==> src/rtl/tl_control_fsm.sv <==
// Transaction-layer control FSM: one-hot state bus for the FIFO referee,
// sanitised FIFO thresholds, and idle/error status from the 8 FIFO flag pairs.
module tl_control_fsm #(
    parameter int THR_W     = 3,
    parameter int IDLE_HOLD = 2
) (
    input  logic             clk,
    input  logic             reset,
    input  logic             init,
    input  logic [THR_W-1:0] af_thr_in,
    input  logic [THR_W-1:0] ae_thr_in,
    input  logic [7:0]       empty_in,
    input  logic [7:0]       error_in,
    output logic [3:0]       state,
    output logic [THR_W-1:0] af_thr_out,
    output logic [THR_W-1:0] ae_thr_out,
    output logic             idle_out,
    output logic             error_out,
    output logic [7:0]       error_src
);

    localparam int CNT_W = (IDLE_HOLD < 1) ? 1 : $clog2(IDLE_HOLD + 1);
    localparam logic [CNT_W-1:0] HOLD_C   = CNT_W'(IDLE_HOLD);
    localparam logic [CNT_W-1:0] CNT_ONE  = CNT_W'(1);
    localparam logic [THR_W-1:0] THR_ONE  = THR_W'(1);

    typedef enum logic [3:0] {
        S_RESET  = 4'b0001,
        S_INIT   = 4'b0010,
        S_IDLE   = 4'b0100,
        S_ACTIVE = 4'b1000,
        S_ERROR  = 4'b0000
    } state_t;

    state_t             state_q, state_d;
    logic [THR_W-1:0]   af_q, af_d, ae_q, ae_d;
    logic [THR_W-1:0]   af_san, ae_san;
    logic [CNT_W-1:0]   cnt_q, cnt_d, cnt_inc;
    logic [7:0]         src_q, src_d;
    logic               idle_q, err_q;

    // Almost-full of 0 is meaningless; almost-empty must sit strictly below almost-full.
    assign af_san  = (af_thr_in == '0) ? THR_ONE : af_thr_in;
    assign ae_san  = (ae_thr_in >= af_san) ? (af_san - THR_ONE) : ae_thr_in;
    assign cnt_inc = (cnt_q >= HOLD_C) ? HOLD_C : (cnt_q + CNT_ONE);

    always_comb begin
        state_d = state_q;
        af_d    = af_q;
        ae_d    = ae_q;
        cnt_d   = '0;
        src_d   = src_q;
        case (state_q)
            S_RESET: state_d = S_INIT;
            S_INIT: begin
                af_d = af_san;
                ae_d = ae_san;
                if (!init) state_d = S_IDLE;
            end
            S_IDLE: begin
                if (|error_in) begin
                    state_d = S_ERROR;
                    src_d   = error_in;
                end else if (init) begin
                    state_d = S_INIT;
                end else if (empty_in != 8'hFF) begin
                    state_d = S_ACTIVE;
                end
            end
            S_ACTIVE: begin
                if (|error_in) begin
                    state_d = S_ERROR;
                    src_d   = error_in;
                end else if (init) begin
                    state_d = S_INIT;
                end else if (empty_in == 8'hFF) begin
                    // Counter is left at 0 on the drop to IDLE since the state changes.
                    if (cnt_inc == HOLD_C) state_d = S_IDLE;
                    else                   cnt_d   = cnt_inc;
                end
            end
            S_ERROR: state_d = S_ERROR;
            default: state_d = S_RESET;
        endcase
    end

    always_ff @(posedge clk) begin
        if (reset) begin
            state_q <= S_RESET;
            af_q    <= THR_ONE;
            ae_q    <= '0;
            cnt_q   <= '0;
            src_q   <= '0;
            idle_q  <= 1'b0;
            err_q   <= 1'b0;
        end else begin
            state_q <= state_d;
            af_q    <= af_d;
            ae_q    <= ae_d;
            cnt_q   <= cnt_d;
            src_q   <= src_d;
            idle_q  <= (state_d == S_IDLE);
            err_q   <= (state_d == S_ERROR);
        end
    end

    assign state      = state_q;
    assign af_thr_out = af_q;
    assign ae_thr_out = ae_q;
    assign idle_out   = idle_q;
    assign error_out  = err_q;
    assign error_src  = src_q;

endmodule

==> config.mk <==
export PLATFORM = sky130hd
export DESIGN_NAME = tl_control_fsm
export DESIGN_NICKNAME = d
export VERILOG_FILES = /design/src/rtl/tl_control_fsm.sv
export SDC_FILE = /design/constraint.sdc
export NUM_CORES = 1
export LEC_CHECK = 0
export CAP_MARGIN = 30
export CORE_MARGIN = 8
export CORE_UTILIZATION = 38
export DETAILED_ROUTE_END_ITERATION = 10
export GPL_TIMING_DRIVEN = 0
export PLACE_DENSITY_LB_ADDON = 0.3
export SYNTH_ARGS = -nofsm -noshare
export SYNTH_HDL_FRONTEND = slang
export SYNTH_SLANG_ARGS = --single-unit
export TNS_END_PERCENT = 10
==> constraint.sdc <==
create_clock -name clk -period 1.74 [get_ports clk]
set_input_delay 0.348 -clock clk [delete_from_list [all_inputs] [get_ports clk]]
set_output_delay 0.348 -clock clk [all_outputs]
set_load 0.005 [all_outputs]
Word level (Yosys, flattened, before mapping)

Index checks and enable logic that the tools add are counted.
Widths: inputs -> output; s select.

Add/subtract/negate cells: 2
$lt $le $gt $ge: 2
Equality and inequality tests: 8
Muxes and demuxes: 12
Bitwise operators: 2
Reduce and logical (&&, ||, !) cells: 7

Operators by type and width:

| operator            | count |
|---|---|
| $mux 4              | 8 |
| $pmux 4 s5          | 1 |
| $reduce_or 13->1    | 1 |
| $eq 4x3->1 const B  | 2 |
| $eq 8x8->1 const B  | 1 |
| $logic_not 4->1     | 2 |
| $ne 8x8->1 const B  | 1 |
| $reduce_or 8->1     | 1 |
| $mux 3              | 2 |
| $eq 4x1->1 const B  | 1 |
| $eq 4x2->1 const B  | 1 |
| $eq 4x4->1 const B  | 1 |
| $ge 3x3->1          | 1 |
| $logic_not 3->1     | 1 |
| $sub 3x1->3 const B | 1 |
| $add 2x1->2 const B | 1 |
| $eq 2x2->1 const B  | 1 |
| $ge 2x2->1 const B  | 1 |
| $mux 2              | 1 |
| $not 1->1           | 2 |
| $reduce_and 2->1    | 1 |
| $reduce_or 2->1     | 1 |

Register bits: 22
Input bits: 25
Output and inout port bits: 20

Longest topological paths before layout

Depth after elaboration: 9
Gate-level depth with buffers: 8
Depth with buffers taken out: 8

Worst setup path before layout

OpenSTA, ideal clock, no wires.

Path kind: input to register
Start point: input af_thr_in[1]
End point: register ae_q[0], in the netlist ae_thr_out[0]
Setup time: 0.115 ns
Arrival: 1.741 ns
Slack: -0.116 ns
Stages: 8
Cell sequence: inv_1 a21oi_1 inv_1 ha_1 nand2b_1 a21o_1 a21o_1 a2111oi_0

Word-level cells in the longest chain between the ends: 4

Ends and longest elaborated chain:

| item                                      | line | text |
|---|---|---|
| start, declared                           | 10   | `input logic [THR_W-1:0] af_thr_in,` |
| $logic_not 3->1 (*)                       | 43   | `assign af_san = (af_thr_in == '0) ? THR_ONE : af_thr_in;` |
| $mux 3 (*)                                | 43   |  |
| via af_san[0]                             | 37   | `logic [THR_W-1:0] af_san, ae_san;` |
| $sub 3x1->3 or $ge 3x3->1 (tied branches) | 44   | `assign ae_san = (ae_thr_in >= af_san) ? (af_san - THR_ONE) : ae_thr_in;` |
| $mux 3 (*)                                | 44   |  |
| end signal, assigned                      | 91   | `ae_q <= '0;` |
| end signal, assigned                      | 99   | `ae_q <= ae_d;` |
| end, declared                             | 36   | `logic [THR_W-1:0] af_q, af_d, ae_q, ae_d;` |

The timed path passes the listed nets; every way through them passes the cells marked *.
A chain may end at the register's enable or synchronous reset.

Worst setup path in the final report

Start point: input error_in[6]
End point: register idle_q, in the netlist idle_out

Word-level cells in the longest chain between the ends: 4

Ends and longest elaborated chain:

| item                      | line   | text |
|---|---|---|
| start, declared           | 13     | `input logic [7:0] error_in,` |
| $reduce_or 8->1 (*)       | 61, 71 |  |
| $mux 4 (on tied branches) | 71, 61 |  |
| $pmux 4 s5 (*)            | 53     | `case (state_q)` |
| $eq 4x3->1 (*)            | 102    | `idle_q <= (state_d == S_IDLE);` |
| end signal, assigned      | 102    |  |
| end, declared             | 40     | `logic idle_q, err_q;` |

Every way passes the cells marked *; elsewhere a longest branch is shown, timed or not.

==> results.yml <==
outcome:
  outcome: "finished, final reports clean"
die:
  core_um2: 2760
  rows: 19
  die_area_um2: 4850
  die_w_um: 69.6
  io_pins: 45
  start_util: 0.397
  die_h_um: 69.6
critical_path:
  crit_slowest_cell: "or4_4"
  reg2reg_depth: 4
  worstReg2RegStart: "state[2]"
  crit_arrival_ns: 1.94
  crit_chain: "clkdlybuf4s50_1, or4_4, nor3_4, o2111ai_2, a2111oi_2"
  critPathLaunchType: "input port"
  timing.rr.end: "ae_thr_out[1]"
  critPathBufInv: 1
  critPathLaunch: "error_in[6]"
  cp-endpoint: "idle_out"
  cp_slowest_stage_delay_ns: 0.53
  cp_top_family: "simple AND/OR/NAND/NOR gates"
  required_ns: 1.96
  endpoint_kind: "flop"
  rrSetupSlack_ns: 0.06
  path_depth: 5
  critPathKind: "in -> reg"
  critPathMaxFanout: 3
logic_synthesis:
  synth_ff_type: "dfxtp_1"
  ys_ff_latch: 22
  avgSynthCellArea_um2: 9.11
  syn_nets: 149
  synth_edf_count: 0
  synth.area.top_cells: "dfxtp_1 (40%), mux2i_1 (5.5%), nor2_1 (5.5%)"
  async_flop_share: 0
  ys_warn_count: 0
  synthDistinctLibCells: 38
  synth-seq-area-share: 0.403
  synth_area_um2: 1090
  yosys.area.top_type: "dfxtp_1"
  synth_top_area_share: 0.403
  synthCells: 120
cells_and_area:
  stdcell_count: 198
  n_antenna_cell: 0
  nets: 197
  drive_gt1_frac: 0.186
  area_growth_pct: 55.5
sta:
  whs_ns: 0.295
  period_share: 0.989
  setup_violations: 0
  fmax_mhz: 581
  finalClockSkew_ns: 0.00361
  tightestPinTransition_ns: 0.515
  fin_tns_setup_ns: 0
  min_period_ns: 1.72
  timing.slew.headroom: 0.655
  hold_viol: 0
  rsz0062_at_grt: "yes"
  report.final.slew_viol_count: 0
detailed_routing:
  via_per_inst: 5.30
  route.vias.total: 1049
  drcViolationCount: 0
  drtPass1Iterations: 4
  postRouteAntennaNets: 0
  routedWlPerCell_um: 14.4
  dr.first_iter.drc_count: 41
  wirelength_um: 2850
global_route:
  grt_use_total: 0.120
  grt_pass1_vias: 1137
  grt_pass1_wl_um: 5000
  grt_antenna_before_repair: 0
  grt_max_degree: 14
  grt.overflow.total: 0
clock_network:
  clock_latency_ns: 0.31
  cts_tree: "built"
  cts_buffers: 3
  clkTransAtPathRegs_ns: 0.13
  clockBufferDepth: 2
  cts_hold_buf: 0
  cts_htree_levels: 1
  cts-root-buf: "clkbuf_4"
  clock_sinks: 22
power_and_ir_drop:
  p_per_area_nw_per_um2: 672
  p_leak_nw: 0.629
  power_mw: 1.14
  ir_drop_uv: 736
place:
  dp_cells: 194
  gp_congestion: 0.832
  portBuffers: 43
  hpwl_um: 2200
min_path:
  worstHoldPathType: "in -> reg"
  holdPathStages: 3
flow_run:
  cap_violations: 0
worst min path at each step:
stage / from / slack, ns / end
2_1_floorplan: af_thr_out[1] / 0.45 / af_thr_out[1]
3_3_place_gp: af_thr_out[1] / 0.44 / af_thr_out[1]
3_5_place_dp: af_thr_out[1] / 0.46 / af_thr_out[1]
4_1_cts: af_thr_in[1] / 0.29 / af_thr_out[1]
5_1_grt: af_thr_in[1] / 0.29 / af_thr_out[1]
6_report: af_thr_in[1] / 0.29 / af_thr_out[1]
cell usage after synthesis, drive strengths merged, types with 2 or more instances:
cell type  count
a2111oi        5
a211o          2
a211oi         4
a21o           2
a21oi          5
and2           3
buf            3
clkbuf         3
dfxtp         22
ha             4
inv            5
mux2i          6
nand2          7
nand2b         5
nand3b         2
nand4          3
nor2          16
nor3           3
o21bai         2
or4            2
cells by family (layout without fill, tap and decap cells):
family / Yosys count / after routing / synth area share
adders and majority gates: 5 / 5 / 0.0549
muxes: 6 / 6 / 0.0549
buffers and inverters: 11 / 58 / 0.0412
AOI/OAI and AO/OA: 24 / 24 / 0.161
other: 1 / 1 / 0.00343
and+or+nand+nor: 49 / 49 / 0.265
DFF: 22 / 22 / 0.403
xor gates and xnor gates: 2 / 2 / 0.0160
final cells by class:
cell class,instances,area [µm²]
inverters,5,18.8
plain buffers,4,17.5
flip-flops and latches,22,443
multi-input cells,87,702
fillers,239,1060
repair buffers,45,428
clock inverters,1,30.0
well taps,31,38.8
clock buffers,3,22.5
registers in the layout, indices dropped and copies added (netlist names):
register	cells
ae_thr_out	3
af_thr_out	3
cnt_q	2
error_out	1
error_src	8
idle_out	1
state	4
per-stage QoR:
| stage | utilization | instance area, µm² | worst slack (ns) |
|---|---|---|---|
| 2_1_floorplan | - | 1100 | -0.00262 |
| 3_3_place_gp | 0.568 | 1570 | -0.748 |
| 3_5_place_dp | 0.568 | 1570 | -0.724 |
| 4_1_cts | 0.606 | 1670 | 0.0184 |
| 5_1_grt | 0.617 | 1700 | -0.0804 |
| 6_report | 0.617 | 1700 | 0.0189 |
worst register-to-register path, delay by kind of cell (launching register included):
family / cells / cell delay [ns]
and+or+nand+nor: 1 / 0.61
AOI/OAI and AO/OA: 2 / 0.45
DFF: 1 / 0.33
buffers and inverters: 1 / 0.18
routing by layer:
| metal | part of all wire | wire length [µm] | track usage | vias up |
|---|---|---|---|---|
| met2 | 0.51 | 1450 | 0.216 | 31 |
| li1 | - | - | - | 524 |
| met1 | 0.39 | 1100 | 0.120 | 488 |
| met5 | 0 | 0 | 0 | - |
| met3 | 0.097 | 275 | 0.0658 | 6 |
| met4 | 0.0074 | 21 | 0.0201 | 0 |
layout by cell type, fill, tap and decap left out, drive strengths merged, types with 2 or more instances in the layout:
cell type and n:
a211oi 4, nor2 16, mux2i 6, a21oi 5, or4 2, a2111oi 5
a21o 2, a211o 2, ha 4, clkdlybuf4s50 34, nand2 7, nand4 3
nand3b 2, o21bai 2, nand2b 5, dlygate4sd2 6, clkbuf 5, nor3 3
buf 6, inv 5, and2 3, dfxtp 22
what timing repair did:
item | 4_1_cts | 5_1_grt
endpoints found under the setup margin | 13 | 7
gates resized for setup | 33 | 6
pin swaps | 10 | 1
hold endpoints to repair | 0 | 0
setup buffers | 2 | 0
where the power goes:
part	switching, mW	internal [mW]	leakage, nW
Combinational	0.0944	0.117	0.422
Clock	0.161	0.233	0.0279
Sequential	0.0147	0.522	0.179
Note: power is estimated with default switching activity, not from simulation.
